$ cat config.mk
export PLATFORM = sky130hd
export DESIGN_NAME = posit_norm_round
export DESIGN_NICKNAME = d
export VERILOG_FILES = /design/src/rtl/posit_norm_round.sv
export SDC_FILE = /design/constraint.sdc
export NUM_CORES = 1
export LEC_CHECK = 0
export ABC_AREA = 1
export BUFFER_PORTS_ARGS = -buffer_cell sky130_fd_sc_hd__buf_2
export CAP_MARGIN = 5
export CORE_MARGIN = 2
export CORE_UTILIZATION = 50
export DETAILED_ROUTE_END_ITERATION = 10
export GPL_ROUTABILITY_DRIVEN = 0
export GPL_TIMING_DRIVEN = 0
export PLACE_DENSITY = 0.81
export SYNTH_ARGS = -nofsm -noshare
export SYNTH_HDL_FRONTEND = slang
export SYNTH_SLANG_ARGS = --single-unit
export TNS_END_PERCENT = 50
$ cat constraint.sdc
create_clock -name clk -period 5.7 [get_ports clk]
set_input_delay 0.57 -clock clk [delete_from_list [all_inputs] [get_ports clk]]
set_output_delay 0.57 -clock clk [all_outputs]
set_load 0.02 [all_outputs]
$ cat src/rtl/posit_norm_round.sv
// Two-stage normalize/round/saturate pipeline for posit significands.
// Stage 1 shifts out leading zeros; stage 2 rounds to nearest-even and clamps the scale.
module posit_norm_round #(
  parameter int W_OUT     = 12,
  parameter int SCALE_MAX = 120
) (
  input  logic              clk,
  input  logic              rst_n,
  input  logic              in_valid,
  output logic              in_ready,
  input  logic [15:0]       in_mant,
  input  logic [3:0]        in_lzc,
  input  logic              in_zero,
  input  logic [7:0]        in_scale,
  output logic              out_valid,
  input  logic              out_ready,
  output logic [W_OUT-1:0]  out_mant,
  output logic [7:0]        out_scale,
  output logic              out_zero,
  output logic              out_ovf,
  output logic              out_unf
);

  localparam logic signed [8:0] SAT_HI      = 9'(SCALE_MAX);
  localparam logic signed [8:0] SAT_LO      = 9'(-SCALE_MAX);
  localparam logic [15:0]       STICKY_MASK = 16'((32'd1 << (15 - W_OUT)) - 32'd1);
  localparam logic [W_OUT-1:0]  MANT_MIN    = {1'b1, {(W_OUT-1){1'b0}}};

  logic              s1_valid;
  logic [15:0]       s1_mant;
  logic signed [8:0] s1_diff;
  logic              s1_zero;

  logic              s2_advance;
  logic [15:0]       s_shift;
  logic signed [8:0] diff;

  assign s2_advance = !out_valid || out_ready;
  assign in_ready   = !s1_valid || s2_advance;

  assign s_shift = in_mant << in_lzc;
  // Scale minus shift kept at 9 bits so -128 - 15 cannot wrap.
  assign diff    = $signed({in_scale[7], in_scale}) - $signed({5'b0, in_lzc});

  always_ff @(posedge clk or negedge rst_n) begin
    if (!rst_n) begin
      s1_valid <= 1'b0;
      s1_mant  <= '0;
      s1_diff  <= '0;
      s1_zero  <= 1'b0;
    end else if (in_ready) begin
      s1_valid <= in_valid;
      if (in_valid) begin
        s1_mant <= s_shift;
        s1_diff <= diff;
        s1_zero <= in_zero;
      end
    end
  end

  logic [W_OUT-1:0]  keep;
  logic              guard;
  logic              sticky;
  logic              round_up;
  logic              carry;
  logic [W_OUT-1:0]  mant_rnd;
  logic signed [8:0] t;

  logic [W_OUT-1:0]  mant_next;
  logic [7:0]        scale_next;
  logic              zero_next;
  logic              ovf_next;
  logic              unf_next;

  always_comb begin
    keep     = s1_mant[15 -: W_OUT];
    guard    = s1_mant[15 - W_OUT];
    sticky   = |(s1_mant & STICKY_MASK);
    round_up = guard & (sticky | keep[0]);
    carry    = round_up & (&keep);
    mant_rnd = carry ? MANT_MIN : keep + W_OUT'(round_up);
    t        = s1_diff + $signed({8'b0, carry});

    mant_next  = mant_rnd;
    scale_next = t[7:0];
    zero_next  = 1'b0;
    ovf_next   = 1'b0;
    unf_next   = 1'b0;

    if (s1_zero) begin
      mant_next  = '0;
      scale_next = '0;
      zero_next  = 1'b1;
    end else if (t > SAT_HI) begin
      mant_next  = '1;
      scale_next = SAT_HI[7:0];
      ovf_next   = 1'b1;
    end else if (t < SAT_LO) begin
      mant_next  = MANT_MIN;
      scale_next = SAT_LO[7:0];
      unf_next   = 1'b1;
    end
  end

  always_ff @(posedge clk or negedge rst_n) begin
    if (!rst_n) begin
      out_valid <= 1'b0;
      out_mant  <= '0;
      out_scale <= '0;
      out_zero  <= 1'b0;
      out_ovf   <= 1'b0;
      out_unf   <= 1'b0;
    end else if (s2_advance) begin
      out_valid <= s1_valid;
      if (s1_valid) begin
        out_mant  <= mant_next;
        out_scale <= scale_next;
        out_zero  <= zero_next;
        out_ovf   <= ovf_next;
        out_unf   <= unf_next;
      end
    end
  end

endmodule

==> impl_metrics.sql, run 1 <==
INSERT INTO impl_metrics (metric_group, metric, value, unit) VALUES
('routing', 'routed_length_per_instance', '12.42', 'um'),
('finish', 'n_antenna_cell', '0', ''),
('sta', 'max_slew_margin', '0.2733', ''),
('sta', 'finalCriticalPeriod', '2.640', 'ns'),
('floorplan', 'initial_utilization', '0.5231', ''),
('sta', 'worstMarginPinSlew', '1.090', 'ns'),
('cts', 'cts_repair_resize_count', '0', ''),
('power', 'leak_pwr', '0.002039', 'uW'),
('floorplan', 'top_level_ports', '58', ''),
('global_route', 'grt_antenna_before_repair', '0', ''),
('routing', 'wl_met1', '3.511', 'mm'),
('power', 'power.density', '311.0', 'nW/um^2'),
('setup_path', 'r2r.worst_path.cells', '18', ''),
('routing', 'highest_metal_layer_used_by_the_detailed_router', 'met4', ''),
('setup_path', 'worstPathArrival', '2.83', 'ns'),
('finish', 'final_non_filler_cells', '607', ''),
('finish', 'area_growth_syn_to_layout', '15.31', '%'),
('routing', 'wl_met2', '3.586', 'mm'),
('cts', 'clockRootBuffer', 'clkbuf_8', ''),
('sta', 'fmax', '378.8', 'MHz'),
('sta', 'finalCritPeriodShare', '0.4631', ''),
('routing', 'post-route-drc-count', '0', ''),
('routing', 'drt_first_pass_iters', '4', ''),
('status', 'status', 'finished, final reports clean', ''),
('setup_path', 'crit_path_frequent_cell', 'nand3_1', ''),
('setup_path', 'reg2reg_from', 's1_mant[12]$_DFFE_PN0P_', ''),
('setup_path', 'required', '5.89', 'ns'),
('routing', 'routed_wirelength', '7.537', 'mm'),
('floorplan', 'design.die.area', '7391', 'sq um'),
('logic_synthesis', 'synthesis.nets', '506', ''),
('cts', 'cts.path.max_buffers', '2', ''),
('routing', 'dr.first_iter.drc_count', '202', ''),
('floorplan', 'fp.coreArea', '6422', 'sq um'),
('routing', 'detailroute.wirelength.met3', '359', 'um'),
('cts', 'clk_pin_slew', '0.08', 'ns'),
('sta', 'setup_viol_count_final', '0', ''),
('setup_path', 'rrSetupSlack', '3.06', 'ns'),
('setup_path', 'start_kind', 'flop', ''),
('floorplan', 'num_rows', '29', ''),
('finish', 'post_route_cells_drive_above_1_share', '0.2038', ''),
('global_route', 'overflow', '0', ''),
('cts', 'cts_inserted_buffers', '5', ''),
('global_route', 'grt_pass1_vias', '3028', ''),
('logic_synthesis', 'yosys.cell_types.count', '41', ''),
('sta', 'maxSlewViolCount', '0', ''),
('routing', 'drtAntennaViolNets', '0', ''),
('global_route', 'largest_net_degree_at_the_start_of_global_routing', '52', ''),
('cts', 'cts_tree', 'done', ''),
('flow_run', 'number_of_maximum_capacitance_violations', '0', ''),
('cts', 'clock_insertion_delay_worst_skew', '0.30', 'ns'),
('placed_design', 'port_buffer_count', '57', ''),
('setup_path', 'r2r-end', 'out_mant[6]$_DFFE_PN0P_', ''),
('floorplan', 'die_x', '85.97', 'um'),
('routing', 'post_drt_via_cell_ratio', '5.181', ''),
('setup_path', 'timing.critical_path.cells', 'nand2_1 > nor2_1 > inv_1 > nor2_1 > nand4_1 > inv_1 > ha_1 > ha_1 > nand3_1 > nand2_1 > nand2_1 > nor2_1 > nand3_1 > nand2_2 > nand2_4 > buf_8 > nand3_1 > nand3_1', ''),
('cts', 'cts_hold_buf', '0', ''),
('routing', 'via_count', '3145', ''),
('power', 'ir_worst_vdd', '0.0001222', 'V'),
('cts', 'cts_num_sinks', '51', ''),
('cts', 'htreeDepth', '2', ''),
('logic_synthesis', 'post_synth.cell_area_avg', '7.225', 'sq um'),
('setup_path', 'critPathMaxFanout', '10', ''),
('setup_path', 'cp_slowest_stage_delay', '0.44', 'ns'),
('floorplan', 'chipHeight', '85.97', 'um'),
('logic_synthesis', 'post_synth_edffs', '0', ''),
('sta', 'fin_hold_viols', '0', ''),
('logic_synthesis', 'fraction_of_the_yosys_area_taken_by_sequential_cells', '0.3799', ''),
('sta', 'totalNegativeSetupSlack', '0', 'ns'),
('logic_synthesis', 'ys_ff_latch', '51', ''),
('sta', 'grt_setup_unrepaired', 'false', ''),
('finish', 'fillCellCount', '632', '');
cells in the final DEF, fill, tap and decap left out, types with 7 or more instances in the layout:
cell and n:
inv_1 43, nand3_2 12, a21oi_1 13, o21ai_0 37, nand3_1 29, nor2_1 37, buf_2 62, nand2_1 144
clkbuf_1 9, nand2_2 10, nor3_1 7, xor2_1 7, dfrtp_1 51, ha_1 7
Yosys cell counts (4+ instances only):
master / instances / share of area
nand3_1: 29 / 0.043
buf_2: 5 / 0.0074
clkbuf_1: 8 / 0.0089
a21oi_1: 13 / 0.019
inv_1: 43 / 0.048
xor2_1: 7 / 0.018
nand2_1: 144 / 0.16
ha_1: 7 / 0.026
nand2_2: 10 / 0.019
dfrtp_1: 51 / 0.38
o21bai_1: 4 / 0.0089
o211ai_1: 5 / 0.011
o21ai_0: 37 / 0.055
nor3_1: 7 / 0.010
nand3_2: 12 / 0.036
nor2_1: 37 / 0.041
nand4_1: 5 / 0.0093
worst max-delay path by stage:
stage | endpoint | startpoint | cells past startpoint
6_report | out_mant[6]$_DFFE_PN0P_ | s1_mant[12]$_DFFE_PN0P_ | 18
3_3_place_gp | out_mant[9]$_DFFE_PN0P_ | s1_mant[12]$_DFFE_PN0P_ | 16
5_1_grt | out_mant[6]$_DFFE_PN0P_ | s1_mant[12]$_DFFE_PN0P_ | 18
3_5_place_dp | out_mant[8]$_DFFE_PN0P_ | s1_mant[12]$_DFFE_PN0P_ | 18
2_1_floorplan | out_mant[10]$_DFFE_PN0P_ | s1_mant[12]$_DFFE_PN0P_ | 16
4_1_cts | out_mant[6]$_DFFE_PN0P_ | s1_mant[12]$_DFFE_PN0P_ | 18
metrics by stage:
step                      setup slack [ns]  cell area, sq um  hold slack [ns]  total power (uW)    util
after floorplan                      3.467              3359           0.2744             786.9       -
after global placement               3.179              3741           0.4678             906.4  0.5825
after detailed placement             3.131              3741           0.4705             921.7  0.5825
after CTS                            3.091              3874           0.4688              1211  0.6032
after global routing                 2.740              3874           0.4739              1286  0.6032
final                                3.060              3874           0.4721              1205  0.6032
layer usage:
metal | vias up | global-route usage
met4 | 0 | 0.05195
met5 | - | 0
met3 | 7 | 0.03369
li1 | 1641 | -
met1 | 1415 | 0.2905
met2 | 82 | 0.3798
area by class of cell:
class	instances	area, sq um	area share
Clock inverter	2	60.06	0.01550
Inverter	47	176.4	0.04554
Multi-Input combinational cell	352	1826	0.4713
Tap cell	77	96.34	0.02487
Buffer	15	81.33	0.02099
Timing Repair Buffer	57	285.3	0.07364
Sequential cell	51	1276	0.3295
Clock buffer	6	72.57	0.01873
logic make-up after synthesis:
kind of cell / synth area share
DFF: 0.3799
buffers and inverters: 0.07672
and+or+nand+nor: 0.3609
muxes: 0.002980
adders and majority gates: 0.03203
AOI/OAI and AO/OA: 0.1292
xor gates and xnor gates: 0.01825
state kept, by name (all words and copies together), names as in the netlist:
| signal | flops |
|---|---|
| s1_diff | 9 |
| out_scale | 8 |
| s1_mant | 16 |
| out_valid | 1 |
| s1_valid | 1 |
| out_zero | 1 |
| out_ovf | 1 |
| s1_zero | 1 |
| out_unf | 1 |
| out_mant | 12 |
power by group:
part / switching, uW / total [uW] / internal, uW
combinational: 268 / 416 / 147
sequential: 59.6 / 500 / 440
clock: 114 / 289 / 175
critical path, delay by kind of cell (launching register included):
kind | cells | cell delay (ns)
AND/OR/NAND/NOR | 13 | 1.29
adder cells (fa/ha/maj) | 2 | 0.46
flip-flops | 1 | 0.44
buffers and inverters | 3 | 0.31
No activity file was read; power rests on OpenSTA's default activity.
==> run 2: changes to the inputs <==
--- a/config.mk
+++ b/config.mk
@@ -5,7 +5,7 @@
 export SDC_FILE = /design/constraint.sdc
 export NUM_CORES = 1
 export LEC_CHECK = 0
-export ABC_AREA = 1
+export ABC_AREA = 0
 export BUFFER_PORTS_ARGS = -buffer_cell sky130_fd_sc_hd__buf_2
 export CAP_MARGIN = 5
 export CORE_MARGIN = 2
==> constraint.sdc (replaced) <==
create_clock -name clk -period 2.69 [get_ports clk]
set_input_delay 0.269 -clock clk [delete_from_list [all_inputs] [get_ports clk]]
set_output_delay 0.269 -clock clk [all_outputs]
set_load 0.02 [all_outputs]
==> run 2 against run 1 <==
  * The run now ends with negative setup slack left
  * Synthesized cell count down 26%
  * Die area decreased by 0.86%
  * Core utilization up 2.8 points
  * Highest routed layer unchanged
  * Largest cell class unchanged
==> impl_metrics.sql, run 2 <==
INSERT INTO impl_metrics (metric_group, metric, value, unit) VALUES
('logic_synthesis', 'synth_top_cell_area_share', '0.3833', ''),
('finish', 'max_flop_register', 's1_mant', ''),
('cts', 'htreeDepth', '2', ''),
('sta', 'setup_viol_count_final', '21', ''),
('finish', 'final_non_filler_cells', '502', ''),
('global_route', 'gr-usage-all-layers', '0.2161', ''),
('routing', 'drt_first_pass_iters', '4', ''),
('floorplan', 'chipHeight', '85.60', 'um'),
('setup_path', 'path_type_of_the_worst_setup_path', 'flop to flop', ''),
('power', 'combinationalPowerShare', '0.373', ''),
('routing', 'routed_length_per_instance', '15.41', 'um'),
('routing', 'post_drt_via_cell_ratio', '5.717', ''),
('finish', 'multi_input_area', '2014', 'sq um'),
('setup_path', 'reg2reg_from', 's1_mant[8]$_DFFE_PN0P_', ''),
('finish', 'final_core_util', '0.6309', ''),
('logic_synthesis', 'yosys.cell_types.count', '62', ''),
('finish', 'largest_register_ff_count', '16', ''),
('cts', 'cts.path.max_buffers', '2', ''),
('global_route', 'grt_antenna_before_repair', '0', ''),
('sta', 'maxSlewViolCount', '0', ''),
('setup_path', 'critical-path-slowest-cell', 'dfrtp_1', ''),
('routing', 'drtAntennaViolNets', '0', ''),
('sta', 'fmax', '352.3', 'MHz'),
('floorplan', 'design.die.area', '7327', 'sq um'),
('setup_path', 'worstPathArrival', '3.03', 'ns'),
('placed_design', 'port_buffer_count', '56', ''),
('finish', 'area_growth_syn_to_layout', '21.01', '%'),
('sta', 'grt_setup_unrepaired', 'true', ''),
('cts', 'cts_num_sinks', '51', ''),
('sta', 'finalCriticalPeriod', '2.839', 'ns'),
('power', 'total_power', '2277', 'uW'),
('routing', 'via_count', '2870', ''),
('finish', 'fillCellCount', '532', ''),
('finish', 'n_antenna_cell', '0', ''),
('floorplan', 'top_level_ports', '58', ''),
('power', 'leak_pwr', '0.001865', 'uW'),
('setup_path', 'start_kind', 'flop', ''),
('setup_path', 'end_kind', 'flop', ''),
('global_route', 'grt.busiest_layer', 'met2', ''),
('sta', 'finalCritPeriodShare', '1.055', ''),
('global_route', 'overflow', '0', ''),
('sta', 'max_slew_margin', '0.2762', ''),
('finish', 'layout.nets', '467', ''),
('power', 'net_switching_power', '836.3', 'uW'),
('sta', 'worstMarginPinSlew', '1.086', 'ns'),
('setup_path', 'critPathMaxFanout', '6', ''),
('cts', 'clockRootBuffer', 'clkbuf_8', ''),
('floorplan', 'fp.coreArea', '6386', 'sq um'),
('global_route', 'globalRouteMet3Util', '0.02887', ''),
('logic_synthesis', 'synthesis.nets', '387', ''),
('setup_path', 'r2r-end', 'out_mant[8]$_DFFE_PN0P_', ''),
('finish', 'finalInstanceArea', '4029', 'sq um'),
('global_route', 'grt_pass1_vias', '2706', ''),
('flow_run', 'number_of_maximum_capacitance_violations', '0', ''),
('sta', 'fin_hold_viols', '0', ''),
('power', 'p_seq_frac', '0.447', ''),
('setup_path', 'timing.critical_path.cells', 'and3_1 > and3_4 > nand2_4 > nor3_4 > ha_4 > ha_4 > buf_6 > nand4_1 > a211oi_2 > o32ai_4 > a31oi_4 > nor2_4 > a221o_1', ''),
('sta', 'setup_slack', '-0.1486', 'ns'),
('cts', 'clock_insertion_delay_worst_skew', '0.30', 'ns'),
('logic_synthesis', 'netlist_area', '3329', 'sq um'),
('global_route', 'gr-usage-met2', '0.3743', ''),
('power', 'power_switching_share', '0.3673', ''),
('finish', 'largestRegisters', 's1_mant (16), out_mant (12), s1_diff (9)', ''),
('status', 'status', 'complete, but fails checks', ''),
('global_route', 'largest_net_degree_at_the_start_of_global_routing', '52', ''),
('placed_design', 'post_dp_cell_area', '3740', 'sq um'),
('logic_synthesis', 'ys_ff_latch', '51', ''),
('setup_path', 'required', '2.89', 'ns'),
('finish', 'register_area', '1276', 'sq um'),
('finish', 'post_route_cells_drive_above_1_share', '0.3106', ''),
('setup_path', 'rrSetupSlack', '-0.15', 'ns'),
('logic_synthesis', 'fraction_of_the_yosys_area_taken_by_sequential_cells', '0.3833', ''),
('power', 'power.density', '565.1', 'nW/um^2'),
('logic_synthesis', 'most_instantiated_library_cell_after_synthesis', 'nand2_1', ''),
('cts', 'cts_tree', 'done', ''),
('global_route', 'met1_usage', '0.2823', ''),
('routing', 'dr.first_iter.drc_count', '197', ''),
('cts', 'cts_hold_buf', '0', ''),
('finish', 'most-common-layout-cells', 'buf_2, nand2_1, dfrtp_1, o21ai_0, buf_4', ''),
('logic_synthesis', 'post_synth.cell_area_avg', '9.623', 'sq um'),
('placed_design', 'numPlacedInstances', '479', ''),
('power', 'ir_worst_vdd', '0.0004494', 'V'),
('setup_path', 'crit_path_frequent_cell', 'ha_4', ''),
('placed_design', 'dp_hpwl', '5.712', 'mm'),
('floorplan', 'num_rows', '29', ''),
('logic_synthesis', 'post_synth_edffs', '0', ''),
('logic_synthesis', 'synth_warnings', '0', ''),
('status', 'failing_checks', 'negative setup slack', ''),
('placed_design', 'preCtsSetupSlack', '-0.3644', 'ns'),
('power', 'internal_power', '1440', 'uW'),
('cts', 'cts_inserted_buffers', '5', ''),
('logic_synthesis', 'ys_dominant_reg_cell', 'dfrtp_1', ''),
('sta', 'final.setup_skew', '0.004235', 'ns'),
('routing', 'routed_wirelength', '7.734', 'mm'),
('hold_path', 'hp-class', 'primary input to asynchronous set/reset pin', ''),
('routing', 'post-route-drc-count', '0', ''),
('power', 'power.clock.fraction', '0.180', ''),
('logic_synthesis', 'synthTopCellsByArea', 'dfrtp_1, nand2_1, mux2i_1', ''),
('setup_path', 'cp_slowest_stage_delay', '0.36', 'ns'),
('logic_synthesis', 'netlist_top_cells_count', 'nand2_1, dfrtp_1, o21ai_0', ''),
('setup_path', 'r2r.worst_path.cells', '13', ''),
('cts', 'clk_pin_slew', '0.09', 'ns'),
('finish', 'most_frequent_standard_cell_in_the_layout_excluding_fill_and_tap_cells', 'buf_2', ''),
('floorplan', 'die_x', '85.60', 'um'),
('floorplan', 'initial_utilization', '0.5214', ''),
('global_route', 'wire_length_of_the_first_global_routing_pass', '12.83', 'mm'),
('logic_synthesis', 'postSynth.asyncResetShare', '1.000', ''),
('logic_synthesis', 'synth_area_leader_cell', 'dfrtp_1', ''),
('logic_synthesis', 'post_synth_inst_count', '346', '');
[run 2: timing repair]
action	4_1_cts	5_1_grt
pin swaps	11	7
gates cloned	1	0
setup endpoints to repair	20	21
gates resized for setup	12	5
setup buffers	13	3
[run 2: critical path: cells and delay by family (launching register included)]
| kind | cells | cell delay (ns) |
|---|---|---|
| AOI/OAI and AO/OA | 4 | 1.02 |
| and+or+nand+nor | 6 | 0.89 |
| DFF | 1 | 0.36 |
| adders and majority gates | 2 | 0.34 |
| buffers and inverters | 1 | 0.11 |
[run 2: per-stage QoR]
stage	setup TNS (ns)	hold WS, ns
after floorplan	-0.4313	-0.02659
after global placement	-4.090	0.4541
after detailed placement	-5.043	0.4570
after CTS	-1.024	0.2086
after global routing	-4.289	0.2315
final	-1.874	0.1606
[run 2: how the worst max path moves through the flow]
| stage | cells past startpoint | from | end |
|---|---|---|---|
| 6_report | 13 | s1_mant[8]$_DFFE_PN0P_ | out_mant[8]$_DFFE_PN0P_ |
| 4_1_cts | 13 | s1_mant[3]$_DFFE_PN0P_ | out_mant[8]$_DFFE_PN0P_ |
| 3_5_place_dp | 13 | s1_mant[8]$_DFFE_PN0P_ | out_mant[6]$_DFFE_PN0P_ |
| 5_1_grt | 13 | s1_mant[8]$_DFFE_PN0P_ | out_mant[6]$_DFFE_PN0P_ |
| 3_3_place_gp | 13 | s1_mant[4]$_DFFE_PN0P_ | out_mant[4]$_DFFE_PN0P_ |
| 2_1_floorplan | 13 | s1_mant[4]$_DFFE_PN0P_ | out_mant[2]$_DFFE_PN0P_ |
[run 2: area by class of cell]
type,instances,share of cell area
buffer,19,0.03043
inverter,10,0.009317
clock buffer,6,0.01801
sequential,51,0.3168
tap,77,0.02391
timing repair buffer,73,0.1016
multi-input combinational,266,0.5000
[run 2: logic make-up (layout without fill, tap and decap cells)]
logic type	count (synthesis)	count (layout)	synth area share
compound gates	82	82	0.1804
simple gates	130	130	0.2007
fa+ha+maj	8	8	0.03232
mux	25	25	0.09958
buf+inv	29	108	0.04622
flops	51	51	0.3833
xor+xnor	21	21	0.05750
[run 2: power by group through the flow]
stage,clock (uW),sequential [uW],combinational [uW]
floorplan,0,1120,445
global placement,0,1020,760
detailed placement,0,1030,781
CTS,413,1010,834
global route,446,1030,928
finish,410,1020,849
[run 2: layer usage]
layer | routed length (um) | part of all wire | vias up
met3 | 375 | 0.048 | 8
met1 | 3490 | 0.45 | 1367
li1 | - | - | 1400
met4 | 104 | 0.013 | 0
met2 | 3763 | 0.49 | 95
met5 | 0 | 0 | -
==> run 3: changes to the inputs <==
--- a/config.mk
+++ b/config.mk
@@ -9,11 +9,12 @@
 export BUFFER_PORTS_ARGS = -buffer_cell sky130_fd_sc_hd__buf_2
 export CAP_MARGIN = 5
 export CORE_MARGIN = 2
-export CORE_UTILIZATION = 50
+export CORE_UTILIZATION = 35
 export DETAILED_ROUTE_END_ITERATION = 10
 export GPL_ROUTABILITY_DRIVEN = 0
 export GPL_TIMING_DRIVEN = 0
-export PLACE_DENSITY = 0.81
+export PLACE_DENSITY = 0.63
+export SETUP_SLACK_MARGIN = 0.5
 export SYNTH_ARGS = -nofsm -noshare
 export SYNTH_HDL_FRONTEND = slang
 export SYNTH_SLANG_ARGS = --single-unit
==> constraint.sdc (replaced) <==
create_clock -name clk -period 2.68 [get_ports clk]
set_input_delay 0.268 -clock clk [delete_from_list [all_inputs] [get_ports clk]]
set_output_delay 0.268 -clock clk [all_outputs]
set_load 0.02 [all_outputs]
==> run 3 against run 2 <==
  * The flow still finishes with violations (negative setup slack)
  * Final area rose by 3.9%
  * Fmax fell by 1.4%
  * Sequential cell count did not move
  * Count of clock-buffer cells in the layout did not move
  * Critical path depth rose by 1
  * Via count fell by 0.73%
==> impl_metrics.sql, run 3 (synthesis gave the netlist of run 2 again) <==
INSERT INTO impl_metrics (metric_group, metric, value, unit) VALUES
('floorplan', 'initial_utilization', '0.3603', ''),
('cts', 'clk_pin_slew', '0.09', 'ns'),
('sta', 'fin_hold_viols', '0', ''),
('setup_path', 'worstPathArrival', '3.10', 'ns'),
('placed_design', 'port_buffer_count', '56', ''),
('finish', 'max_flop_register', 's1_mant', ''),
('finish', 'layout.nets', '467', ''),
('setup_path', 'timing.critical_path.cells', 'and3_4 > and3_4 > nand2_4 > nor3_4 > ha_4 > ha_4 > buf_6 > nand3_1 > o21ai_2 > nor4b_4 > a31oi_4 > buf_4 > buf_4 > o211ai_1', ''),
('sta', 'finalCriticalPeriod', '2.879', 'ns'),
('routing', 'routed_length_per_instance', '14.38', 'um'),
('sta', 'setup_viol_count_final', '18', ''),
('cts', 'cts_num_sinks', '51', ''),
('routing', 'post-route-drc-count', '0', ''),
('sta', 'worstMarginPinSlew', '1.113', 'ns'),
('cts', 'cts_inserted_buffers', '5', ''),
('power', 'power.density', '602.5', 'nW/um^2'),
('finish', 'post_route_cells_drive_above_1_share', '0.3255', ''),
('power', 'combinationalPowerShare', '0.348', ''),
('sta', 'setup_slack', '-0.1990', 'ns'),
('power', 'leak_pwr', '0.001907', 'uW'),
('power', 'total_power', '2523', 'uW'),
('setup_path', 'required', '2.90', 'ns'),
('sta', 'worst_hold_slack', '0.1738', 'ns'),
('global_route', 'largest_net_degree_at_the_start_of_global_routing', '52', ''),
('sta', 'final.setup_skew', '0.007795', 'ns'),
('setup_path', 'critPathBufInv', '3', ''),
('global_route', 'gr-usage-all-layers', '0.1650', ''),
('flow_run', 'number_of_maximum_capacitance_violations', '0', ''),
('sta', 'maxSlewViolCount', '0', ''),
('floorplan', 'num_rows', '35', ''),
('global_route', 'overflow', '0', ''),
('placed_design', 'post_dp_cell_area', '3807', 'sq um'),
('setup_path', 'start_kind', 'flop', ''),
('setup_path', 'cp_slowest_stage_delay', '0.37', 'ns'),
('placed_design', 'dp_hpwl', '6.253', 'mm'),
('cts', 'cts_tree', 'done', ''),
('finish', 'largest_register_ff_count', '16', ''),
('finish', 'n_antenna_cell', '0', ''),
('setup_path', 'critPathMaxFanout', '5', ''),
('cts', 'clockRootBuffer', 'clkbuf_8', ''),
('finish', 'finalInstanceArea', '4188', 'sq um'),
('floorplan', 'chipHeight', '101.5', 'um'),
('routing', 'drt_first_pass_iters', '4', ''),
('routing', 'via_count', '2849', ''),
('setup_path', 'critical-path-slowest-cell', 'dfrtp_1', ''),
('hold_path', 'hp-class', 'primary input to asynchronous set/reset pin', ''),
('global_route', 'grt_pass1_vias', '2767', ''),
('power', 'internal_power', '1656', 'uW'),
('power', 'power_switching_share', '0.3435', ''),
('routing', 'routed_wirelength', '7.995', 'mm'),
('floorplan', 'design.die.area', '10310', 'sq um'),
('finish', 'most_frequent_standard_cell_in_the_layout_excluding_fill_and_tap_cells', 'buf_2', ''),
('finish', 'multi_input_area', '2043', 'sq um'),
('floorplan', 'top_level_ports', '58', ''),
('global_route', 'grt_antenna_before_repair', '0', ''),
('sta', 'grt_setup_unrepaired', 'true', ''),
('cts', 'clock_insertion_delay_worst_skew', '0.30', 'ns'),
('placed_design', 'preCtsSetupSlack', '-0.4837', 'ns'),
('cts', 'htreeDepth', '2', ''),
('setup_path', 'timing.critical_path.max_delay_family', 'simple AND/OR/NAND/NOR gates', ''),
('status', 'status', 'complete, but fails checks', ''),
('setup_path', 'end_kind', 'flop', ''),
('sta', 'max_slew_margin', '0.2581', ''),
('finish', 'fillCellCount', '938', ''),
('finish', 'register_area', '1276', 'sq um'),
('routing', 'drtAntennaViolNets', '0', ''),
('status', 'failing_checks', 'negative setup slack', ''),
('power', 'power.clock.fraction', '0.248', ''),
('finish', 'largestRegisters', 's1_mant (16), out_mant (12), s1_diff (9)', ''),
('power', 'net_switching_power', '866.6', 'uW'),
('finish', 'area_growth_syn_to_layout', '25.78', '%'),
('finish', 'most-common-layout-cells', 'buf_2, nand2_1, dfrtp_1, o21ai_0, buf_4', ''),
('power', 'ir_worst_vdd', '0.0002515', 'V'),
('floorplan', 'fp.coreArea', '9240', 'sq um'),
('sta', 'fmax', '347.3', 'MHz'),
('cts', 'cts.path.max_buffers', '2', ''),
('routing', 'dr.first_iter.drc_count', '120', ''),
('global_route', 'wire_length_of_the_first_global_routing_pass', '13.67', 'mm'),
('routing', 'post_drt_via_cell_ratio', '5.124', ''),
('floorplan', 'die_x', '101.5', 'um'),
('sta', 'finalCritPeriodShare', '1.074', ''),
('setup_path', 'path_type_of_the_worst_setup_path', 'flop to flop', ''),
('power', 'p_seq_frac', '0.404', '');
==> run 3: per-stage QoR <==
| stage | TNS, ns | util | cells |
|---|---|---|---|
| 3_3_place_gp | -5.087 | 0.4121 | 531 |
| 5_1_grt | -5.571 | 0.4532 | 556 |
| 2_1_floorplan | -0.5070 | - | 346 |
| 6_report | -2.070 | 0.4532 | 556 |
| 4_1_cts | -1.926 | 0.4490 | 554 |
| 3_5_place_dp | -6.281 | 0.4121 | 531 |
==> run 3: power by group through the flow <==
stage,combinational [uW],sequential (uW),clock [uW]
floorplan,448,1120,0
global placement,779,1030,0
detailed placement,795,1040,0
CTS,870,1020,637
global route,959,1040,670
finish,877,1020,626
==> run 3: cell type report <==
class                           instances  area share
Inverter                               10    0.008963
Timing Repair Buffer                   73     0.09860
Tap cell                              129     0.03854
Clock buffer                            6     0.01733
Clock inverter                          2     0.01434
Sequential cell                        51      0.3047
Buffer                                 19     0.02958
Multi-Input combinational cell        266      0.4879
==> run 3: final timing paths <==
path                                   startpoint                        to  slack [ns]  cells past startpoint
max                        s1_mant[8]$_DFFE_PN0P_  out_scale[6]$_DFFE_PN0P_       -0.20                     14
min                                         rst_n   out_mant[6]$_DFFE_PN0P_        0.17                      1
max reg2reg                s1_mant[8]$_DFFE_PN0P_  out_scale[6]$_DFFE_PN0P_       -0.20                     14
min reg2reg                   out_ovf$_DFFE_PN0P_       out_ovf$_DFFE_PN0P_        0.48                      2
max in group asynchronous                   rst_n  out_scale[0]$_DFFE_PN0P_        1.83                      1
min in group clk                          in_zero       s1_zero$_DFFE_PN0P_        0.22                      2
==> run 3: routing by layer <==
layer / routed length (um) / track usage / share of wire / vias up
li1: - / - / - / 1410
met1: 3958 / 0.2354 / 0.50 / 1359
met2: 3563 / 0.2596 / 0.45 / 70
met3: 349 / 0.02553 / 0.044 / 10
met4: 123 / 0.04678 / 0.015 / 0
met5: 0 / 0 / 0 / -
==> run 3: what timing repair did <==
action | 4_1_cts | 5_1_grt
resized for setup | 19 | 7
hold buffers | 0 | 0
setup endpoints to repair | 22 | 25
pin swaps | 19 | 7
setup buffers | 14 | 2
gates cloned | 1 | 0
